`src/rtl/mips_pkg.sv`:
```
// Constants and types shared by the MIPS pipeline control blocks.
// Used here by the branch resolution controller and its operand hazard checker.
package mips_pkg;

  // Comparator operand source select encodings
  localparam logic [1:0] FWD_RF    = 2'b00;
  localparam logic [1:0] FWD_EXMEM = 2'b01;
  localparam logic [1:0] FWD_MEMWB = 2'b10;

  localparam logic [4:0] REG_ZERO = 5'd0;

  typedef enum logic {
    IDLE  = 1'b0,
    STALL = 1'b1
  } br_state_e;

  function automatic logic [1:0] max_need(input logic [1:0] a, input logic [1:0] b);
    return (a > b) ? a : b;
  endfunction

endpackage

```
`src/rtl/branch_operand_chk.sv`:
```
// Hazard/forwarding check for one branch source register: reports how many
// stall cycles the operand needs and which pipeline stage should feed it.
module branch_operand_chk
  import mips_pkg::*;
#(
  parameter int REG_ADDR_W = 5
) (
  input  logic [REG_ADDR_W-1:0] src,
  input  logic                  ex_regwrite,
  input  logic                  ex_memread,
  input  logic [REG_ADDR_W-1:0] ex_rd,
  input  logic                  mem_regwrite,
  input  logic                  mem_memread,
  input  logic [REG_ADDR_W-1:0] mem_rd,
  input  logic                  wb_regwrite,
  input  logic [REG_ADDR_W-1:0] wb_rd,
  output logic [1:0]            need,
  output logic [1:0]            fwd_sel
);

  logic nonzero;
  logic ex_hit;
  logic mem_hit;
  logic wb_hit;

  assign nonzero = (src != REG_ADDR_W'(REG_ZERO));
  assign ex_hit  = ex_regwrite  && (ex_rd  == src);
  assign mem_hit = mem_regwrite && (mem_rd == src);
  assign wb_hit  = wb_regwrite  && (wb_rd  == src);

  // NOTE: every output gets a default at the top of the block so no path leaves
  // it unassigned, which would otherwise infer a latch.
  always_comb begin
    need    = 2'd0;
    fwd_sel = FWD_RF;
    if (nonzero) begin
      // A load in EX is two cycles from being forwardable; an ALU op in EX or a
      // load in MEM is one cycle away.
      if (ex_hit) begin
        need = ex_memread ? 2'd2 : 2'd1;
      end else if (mem_hit && mem_memread) begin
        need = 2'd1;
      end

      if (mem_hit && !mem_memread) begin
        fwd_sel = FWD_EXMEM;
      end else if (wb_hit) begin
        fwd_sel = FWD_MEMWB;
      end
    end
  end

endmodule

```
`src/rtl/branch_resolve_ctrl.sv`:
```
// ID-stage beq/bne controller: stalls on operand hazards, then steers the
// comparator forwarding muxes and redirects fetch. Statistics via BRANCH_STATS_EN.
module branch_resolve_ctrl
  import mips_pkg::*;
#(
  parameter int REG_ADDR_W = 5
`ifdef BRANCH_STATS_EN
  ,
  parameter int STAT_W = 32
`endif
) (
  input  logic                  clk,
  input  logic                  rst_n,
  input  logic                  pipe_hold,
  input  logic                  branch_valid,
  input  logic                  branch_ne,
  input  logic [REG_ADDR_W-1:0] id_rs,
  input  logic [REG_ADDR_W-1:0] id_rt,
  input  logic                  ex_regwrite,
  input  logic                  ex_memread,
  input  logic [REG_ADDR_W-1:0] ex_rd,
  input  logic                  mem_regwrite,
  input  logic                  mem_memread,
  input  logic [REG_ADDR_W-1:0] mem_rd,
  input  logic                  wb_regwrite,
  input  logic [REG_ADDR_W-1:0] wb_rd,
  input  logic                  cmp_eq,
  output logic [1:0]            fwd_a_sel,
  output logic [1:0]            fwd_b_sel,
  output logic                  stall,
  output logic                  pc_src,
  output logic                  flush_ifid
`ifdef BRANCH_STATS_EN
  ,
  output logic [STAT_W-1:0]     stat_branches,
  output logic [STAT_W-1:0]     stat_taken,
  output logic [STAT_W-1:0]     stat_stall_cycles
`endif
);

  br_state_e  state_q, state_d;
  logic [1:0] cnt_q, cnt_d;
  logic [1:0] need_rs, need_rt, need_max;
  logic [1:0] fwd_rs, fwd_rt;
  logic       stall_raw;
  logic       resolve_cond;
  logic       resolve;
  logic       taken;

  branch_operand_chk #(.REG_ADDR_W(REG_ADDR_W)) u_chk_rs (
    .src          (id_rs),
    .ex_regwrite  (ex_regwrite),
    .ex_memread   (ex_memread),
    .ex_rd        (ex_rd),
    .mem_regwrite (mem_regwrite),
    .mem_memread  (mem_memread),
    .mem_rd       (mem_rd),
    .wb_regwrite  (wb_regwrite),
    .wb_rd        (wb_rd),
    .need         (need_rs),
    .fwd_sel      (fwd_rs)
  );

  branch_operand_chk #(.REG_ADDR_W(REG_ADDR_W)) u_chk_rt (
    .src          (id_rt),
    .ex_regwrite  (ex_regwrite),
    .ex_memread   (ex_memread),
    .ex_rd        (ex_rd),
    .mem_regwrite (mem_regwrite),
    .mem_memread  (mem_memread),
    .mem_rd       (mem_rd),
    .wb_regwrite  (wb_regwrite),
    .wb_rd        (wb_rd),
    .need         (need_rt),
    .fwd_sel      (fwd_rt)
  );

  assign need_max = max_need(need_rs, need_rt);
  assign taken    = branch_ne ? !cmp_eq : cmp_eq;

  always_comb begin
    state_d      = state_q;
    cnt_d        = cnt_q;
    stall_raw    = 1'b0;
    resolve_cond = 1'b0;
    unique case (state_q)
      IDLE: begin
        if (branch_valid) begin
          if (need_max == 2'd0) begin
            resolve_cond = 1'b1;
          end else begin
            stall_raw = 1'b1;
            state_d   = STALL;
            cnt_d     = need_max - 2'd1;
          end
        end
      end
      STALL: begin
        // A vanished branch (upstream flush) is dropped without resolving.
        if (!branch_valid) begin
          state_d = IDLE;
        end else if (cnt_q != 2'd0) begin
          stall_raw = 1'b1;
          cnt_d     = cnt_q - 2'd1;
        end else begin
          resolve_cond = 1'b1;
          state_d      = IDLE;
        end
      end
      default: state_d = IDLE;
    endcase

    if (pipe_hold) begin
      state_d = state_q;
      cnt_d   = cnt_q;
    end
  end

  // Outputs are forced low while reset is asserted, even though they are
  // combinational from live inputs.
  assign resolve    = resolve_cond && !pipe_hold && rst_n;
  assign stall      = stall_raw && rst_n;
  assign pc_src     = resolve && taken;
  assign flush_ifid = resolve && taken;
  assign fwd_a_sel  = resolve ? fwd_rs : FWD_RF;
  assign fwd_b_sel  = resolve ? fwd_rt : FWD_RF;

  // NOTE: state registers use non-blocking assignments so every flop samples
  // pre-edge values, and the asynchronous reset sits in the sensitivity list.
  always_ff @(posedge clk or negedge rst_n) begin
    if (!rst_n) begin
      state_q <= IDLE;
      cnt_q   <= 2'd0;
    end else begin
      state_q <= state_d;
      cnt_q   <= cnt_d;
    end
  end

`ifdef BRANCH_STATS_EN
  logic [STAT_W-1:0] branches_q, taken_q, stall_cyc_q;

  always_ff @(posedge clk or negedge rst_n) begin
    if (!rst_n) begin
      branches_q  <= '0;
      taken_q     <= '0;
      stall_cyc_q <= '0;
    end else begin
      if (resolve && (branches_q != '1)) begin
        branches_q <= branches_q + 1'b1;
      end
      if (resolve && taken && (taken_q != '1)) begin
        taken_q <= taken_q + 1'b1;
      end
      if (stall && !pipe_hold && (stall_cyc_q != '1)) begin
        stall_cyc_q <= stall_cyc_q + 1'b1;
      end
    end
  end

  assign stat_branches     = branches_q;
  assign stat_taken        = taken_q;
  assign stat_stall_cycles = stall_cyc_q;
`endif

endmodule

```
`config.mk`:
```
export PLATFORM = sky130hd
export DESIGN_NAME = branch_resolve_ctrl
export DESIGN_NICKNAME = d
export VERILOG_FILES = /design/src/rtl/mips_pkg.sv /design/src/rtl/branch_operand_chk.sv /design/src/rtl/branch_resolve_ctrl.sv
export SDC_FILE = /design/constraint.sdc
export NUM_CORES = 1
export LEC_CHECK = 0
export CORE_ASPECT_RATIO = 0.8
export CORE_UTILIZATION = 40
export CTS_CLUSTER_SIZE = 24
export DETAILED_ROUTE_END_ITERATION = 7
export PLACE_DENSITY = 0.81
export REMOVE_ABC_BUFFERS = 1
export SYNTH_ARGS = -nofsm -noshare
export SYNTH_HDL_FRONTEND = slang
export SYNTH_SLANG_ARGS = --single-unit
```
`constraint.sdc`:
```
create_clock -name clk -period 3.09 [get_ports clk]
set_input_delay 0.309 -clock clk [delete_from_list [all_inputs] [get_ports clk]]
set_output_delay 0.309 -clock clk [all_outputs]
set_load 0.05 [all_outputs]
```
---- After elaboration in Yosys (flattened, before gate mapping) ----
Index checks and enable logic that the tools add are counted.
operators by class
  $add $sub $neg .......................... 2
  multiply operators ...................... 0
  div/mod/pow operators ................... 0
  $lt $le $gt $ge ......................... 1
  equality and inequality tests ........... 10
  shift-type cells ........................ 0
  muxes and demuxes ....................... 32
  bitwise gates (word level) .............. 2
  reductions and logical operators ........ 22
operators with widths
  operator                                               number
  two-way mux 2 bit                                      18
  equality test 5 bit                                    6
  logical AND 1 bit                                      14
  two-way mux 1 bit                                      11
  nonzero test 5 bit                                     2
  inequality test 2 bit, second input constant           3
  AND reduction 5 bit                                    1
  case mux 1 bit (2 select lines)                        2
  case mux 2 bit (2 select lines)                        1
  subtractor 2 x 1 -> 2 bit, second input constant       2
  zero test 1 bit                                        3
  greater-than comparator 2 bit                          1
  zero test 2 bit                                        1
  inequality test 2 x 1 -> 1 bit, second input constant  1
  inverter 1 bit                                         2
  nonzero test 2 bit                                     1
storage, ports and cells
  register bits after elaboration ......... 3
  bits in latches ......................... 0
  bits in writable memories ............... 0
  memory bits (read-only) ................. 0
  input port bits ......................... 36
  output and inout bits ................... 7
  word-level logic and storage cells ...... 71
  memories kept ........................... 0

---- Logic depth before layout (Yosys ltp) ----
  depth after elaboration ................. 15
  gate-level depth with buffers ........... 12
  mapped depth without buffers ............ 11

---- Cells and area by module ----
Synthesis repeated with hierarchy kept, for this count alone.
second synthesis, totals
  cell total of the unflattened synthesis .. 108
  area, all modules ....................... 810.8 um^2
modules (own cells, without submodules)
  module               instances  cells each  area each (um^2)  seq. area each (um^2)
  branch_operand_chk   2          30          224.0             0.0
  branch_resolve_ctrl  1          48          362.8             75.1

---- Worst setup path before layout ----
No wires, ideal clock.
  path type ............................... input -> output
  from .................................... input ex_rd[0]
  to ...................................... output fwd_a_sel[0]
  arrival time ............................ 3.340 ns
  data required time ...................... 2.781 ns
  slack ................................... -0.559 ns
  cell stages on the path ................. 11
  path buffers ............................ 0
  path through ............................ xor2_1 nor4_1 and3_1 mux2i_1 nand2_1 ha_1 nor3b_1 and3_1 a31oi_4 a31oi_4 nor3b_1
on the way
  longest elaborated chain between the ends .. 13
  elaborated cells between the ends (all ways) .. 17
  those cells by class .................... order compare (1); eq/ne (2); mux (9); reduce/logical (5)
ends and longest elaborated chain
  item                                 RTL line                    RTL
  start: declaration                   branch_resolve_ctrl.sv:21   input logic [REG_ADDR_W-1:0] ex_rd,
  equality test 5 bit                  branch_operand_chk.sv:27    assign ex_hit = ex_regwrite && (ex_rd == src);
  logical AND 1 bit                    branch_operand_chk.sv:27
  two-way mux 2 bit                    branch_operand_chk.sv:39    if (ex_hit) begin
  two-way mux 2 bit                    branch_operand_chk.sv:36    if (nonzero) begin
  greater-than comparator 2 bit        mips_pkg.sv:18              return (a > b) ? a : b;
  two-way mux 2 bit (*)                mips_pkg.sv:18
  zero test 2 bit (*)                  branch_resolve_ctrl.sv:89   if (need_max == 2'd0) begin
  two-way mux 1 bit (*)                branch_resolve_ctrl.sv:89
  two-way mux 1 bit (*)                branch_resolve_ctrl.sv:88   if (branch_valid) begin
  case mux 1 bit (2 select lines) (*)  branch_resolve_ctrl.sv:86   unique case (state_q)
  logical AND 1 bit (*) (2 in series)  branch_resolve_ctrl.sv:121  assign resolve = resolve_cond && !pipe_hold && rst_n;
  two-way mux 2 bit (*)                branch_resolve_ctrl.sv:125  assign fwd_a_sel = resolve ? fwd_rs : FWD_RF;
  end: declaration                     branch_resolve_ctrl.sv:28   output logic [1:0] fwd_a_sel,
Mark *: on every way between the ends. The rest lies on a longest branch, timed or not.

---- Worst setup path in the final report ----
  from .................................... input id_rs[3]
  to ...................................... output fwd_a_sel[1]
on the way
  longest elaborated chain between the ends .. 15
  elaborated cells between the ends (all ways) .. 24
  those cells by class .................... order compare (1); eq/ne (3); mux (11); reduce/logical (9)
ends and longest elaborated chain
  item                             RTL line                    RTL
  start: declaration               branch_resolve_ctrl.sv:17   input logic [REG_ADDR_W-1:0] id_rs,
  equality test 5 bit              branch_operand_chk.sv:28    assign mem_hit = mem_regwrite && (mem_rd == src);
  logical AND 1 bit                branch_operand_chk.sv:28
  logical AND 1 bit                branch_operand_chk.sv:41    end else if (mem_hit && mem_memread) begin
  two-way mux 1 bit                branch_operand_chk.sv:41
  two-way mux 2 bit                branch_operand_chk.sv:39
  two-way mux 2 bit                branch_operand_chk.sv:36
  greater-than comparator 2 bit    mips_pkg.sv:18
  two-way mux 2 bit                mips_pkg.sv:18
  zero test 2 bit                  branch_resolve_ctrl.sv:89
  two-way mux 1 bit                branch_resolve_ctrl.sv:89
  two-way mux 1 bit                branch_resolve_ctrl.sv:88
  case mux 1 bit (2 select lines)  branch_resolve_ctrl.sv:86
  logical AND 1 bit (2 in series)  branch_resolve_ctrl.sv:121
  two-way mux 2 bit (*)            branch_resolve_ctrl.sv:125
Marks and branches as above.

==> results list <==
* Largest fanout on the critical path: 6
- The final number of max-transition violations came to 0.
* Count of max-cap constraint violations: 0
* Effective utilization at floorplan: 43.38%
- The die covers approximately 2300 um2.
- Vias in the first global route: roughly 1300
* Post-synthesis to final-layout area growth: 104.2%
- The Yosys step of the flow raised 0 warnings.
- Share of the synthesized area in the top cell type: around 28%
- The die is roughly 53 um wide.
- In this run the tightest slew margin relative to its limit is ~58%.
* Final setup fails: 7
- The run finished, with violations left.
* Number of sinks on the clock net: 3
- sky130_fd_sc_hd__xor2_1 is the most common cell in the netlist.
- Worst clock skew on the final layout: roughly 0.0056 ns
- The congestion estimate from routability-driven global placement came to approximately 0.87.
* Commonest register cell after synthesis: sky130_fd_sc_hd__dfrtp_1
- For the worst setup path, the data required time is 2.78 ns.
* Number of H-tree levels: 1
- After floorplanning, the core was sized to cover between 1500 and 2000 um2.
* Sum of overflow across all layers after global routing: 0
* Clk_lat worst skew: about 0.26 ns
* DRC violation count after routing: 0
* Post-Place Setup Slack: -0.4938 ns
- Worst VDD drop: ~0.12 mV
- Final wirelength: just under 5000 um
* HP Class: input pin to async pin
* Maximum number of pins on one net before global-route repair: 8
* # diodes: 0
- Summed over all cells, the static leakage comes to about 0.73 nW.
- Summed over all instances, the cell type with the most area after synthesis is sky130_fd_sc_hd__xor2_1.
- Power spread over the standard cell area amounts to between 150 and 200 nW/um2.
* # rows: 14
- Summing every instance area after synthesis gives about 840 um2.
- Maximum clock frequency: between 0.2 and 0.3 GHz
- Antenna Violating Nets Remaining: 0
* Multi-input logic area: 860.8 um2
* Placed inst area: 1514 um2
- By startpoint and endpoint, the worst setup path is classified as input pin to output port.
- Counting I/O delays and the setup requirement, the final critical path takes approximately 3.4 ns.
- Share of synthesized area occupied by flip-flops and latches: approximately 9%
- The die is between 40 and 50 um tall.
- Initial drt markers: 85
- Ports placed on the boundary: 43
- Layout fillers: 95
- CTS max path bufs: 2
- For the pin with the worst max-slew slack, the measured transition is roughly 0.63 ns.
- Final HPWL DP: 2553 um
- Counting instances in the post-synthesis netlist gives the leading cell types as sky130_fd_sc_hd__xor2_1, sky130_fd_sc_hd__nor2_1, sky130_fd_sc_hd__nand3_1, sky130_fd_sc_hd__nor3_1, sky130_fd_sc_hd__nand2_1.
- The number of antenna violations at the first check in global routing is 0.
* Final worst setup slack: -0.2635 ns
- Clock-pin slew was measured on the worst setup and hold paths at 0.06 ns.
- On the final layout, the worst hold slack is slightly below 0.3 ns.
- Area used by sequential logic in the layout: 75.07 um2
- Per-instance average area after synthesis: between 8 and 9 um2
- Setup repair after global routing could not meet its margin everywhere.
- Post-route cell area: 1707 um2
- The first global-routing pass estimated roughly 6300 um of wire.
- By area the synthesized netlist is led by sky130_fd_sc_hd__xor2_1, sky130_fd_sc_hd__dfrtp_1, sky130_fd_sc_hd__a31oi_4.
- Final hold violation count: 0
- Synth Register Bits: 3
- Count of buffers from port buffering: 42
- Post-Synthesis Cells: slightly above 100
* Post-layout nets: around 220
- Vias after detailed routing: approximately 1400
- Drt pass-1 iters: 5
* Ratio of cells with drive above 1 in the final layout: a little under half
* CP Data Arrival Time: between 3 and 4 ns
* Post-synth EDFFs: 0
- WL/cell: around 24 um
* Kind of end point of the critical path: output port
- Failing checks: negative setup slack
- Final Cycle Share: 108.5%
- Of all flip-flops after synthesis, the portion carrying an async set or reset was between 90% and 100%.
- Overall global routing resource usage: between 30 and 40%
- After synthesis, the netlist uses 31 different library cells.
- After detailed routing, the number of vias per cell comes to 6.565.
* Setup_tns: -1.601 ns
- The tree is rooted in a sky130_fd_sc_hd__clkbuf_4.
- Clock tree synthesis inserted a total of 3 buffers.
* Clock tree from TritonCTS: yes
- STA classifies the critical path startpoint as an input pin.
==> where the power goes <==
group	internal, mW	leakage (nW)	total (mW)	switching (mW)
clock network	0.0494	0.0150	0.0855	0.0361
logic	0.0941	0.682	0.183	0.0891
registers	0.0400	0.0367	0.0412	0.00120
total	0.184	0.733	0.310	0.126
==> stage by stage <==
step           util [%]  cells  power [mW]
2_1_floorplan         -    102     0.09422
3_3_place_gp      78.57    190      0.1837
3_5_place_dp      78.57    190      0.1898
4_1_cts           86.75    204      0.2724
5_1_grt           88.57    207      0.3193
6_report          88.57    207      0.3100
==> layout by cell type (no fill, tap or decap), drive strengths merged <==
master,count
o21ai,1
nor2b,2
ha,3
and2,1
and3,5
nor3,6
a21boi,1
xor2,27
nand3b,3
nor4,5
nand4,3
and4,2
nand2,5
nor2,7
nor3b,3
mux2i,2
buf,55
dlygate4sd2,4
inv,1
nand2b,1
nand4b,4
dfrtp,3
a311o,1
clkdlybuf4s50,15
xnor2,4
a31oi,4
a2bb2oi,1
and4b,1
clkbuf,7
nand3,6
==> area by class of cell <==
class / count / area share [%]
Multi-Input combinational cell: 98 / 50.44
Timing Repair Buffer: 77 / 41.64
Sequential cell: 3 / 4.399
Tap cell: 24 / 1.760
Clock buffer: 4 / 1.540
Inverter: 1 / 0.2199
==> worst max-delay path: stages <==
cell                      delay, ns
sky130_fd_sc_hd__buf_6         0.10
sky130_fd_sc_hd__xor2_1        0.16
sky130_fd_sc_hd__nor4_1        0.33
sky130_fd_sc_hd__and3_1        0.29
sky130_fd_sc_hd__mux2i_2       0.29
sky130_fd_sc_hd__nand2_1       0.14
sky130_fd_sc_hd__ha_4          0.31
sky130_fd_sc_hd__nor3b_2       0.05
sky130_fd_sc_hd__and3_4        0.16
sky130_fd_sc_hd__a31oi_4       0.18
sky130_fd_sc_hd__a31oi_4       0.17
sky130_fd_sc_hd__buf_6         0.16
sky130_fd_sc_hd__nor4_4        0.20
sky130_fd_sc_hd__buf_12        0.18
==> registers in the layout (all words and copies together) (netlist names) <==
name     flops
cnt_q        2
state_q      1
==> cell families after synthesis <==
family          synth area share, %
compound gates                10.33
xor+xnor                      32.48
buf+inv                       1.347
mux                           2.395
simple gates                  39.97
flops                         8.982
fa+ha+maj                     4.491
==> metal layers <==
layer	GRT usage [%]	share of wire, %
met5	0	0
met4	25.79	9.3
met3	13.62	12
met2	64.05	44
met1	40.09	35
==> timing repair <==
action,CTS,global route
hold buffers,0,0
pin swaps,24,5
endpoints found under the hold margin,0,0
buffers inserted,10,3
resized for setup,80,15
endpoints found under the setup margin,8,7
==> path summary, 6_finish.rpt <==
kind / start / end / slack [ns] / depth (start not counted)
max: id_rs[3] / fwd_a_sel[1] / -0.26 / 14
min: rst_n / cnt_q[1]$_DFFE_PN0P_ / 0.30 / 1
max reg2reg: state_q$_DFFE_PN0N_ / state_q$_DFFE_PN0N_ / 1.69 / 3
min reg2reg: cnt_q[1]$_DFFE_PN0P_ / cnt_q[0]$_DFFE_PN0P_ / 0.72 / 2
max in group asynchronous: rst_n / cnt_q[0]$_DFFE_PN0P_ / 2.57 / 1
min in group clk: cnt_q[1]$_DFFE_PN0P_ / cnt_q[0]$_DFFE_PN0P_ / 0.72 / 2
Power figures use the tool's default switching activity.
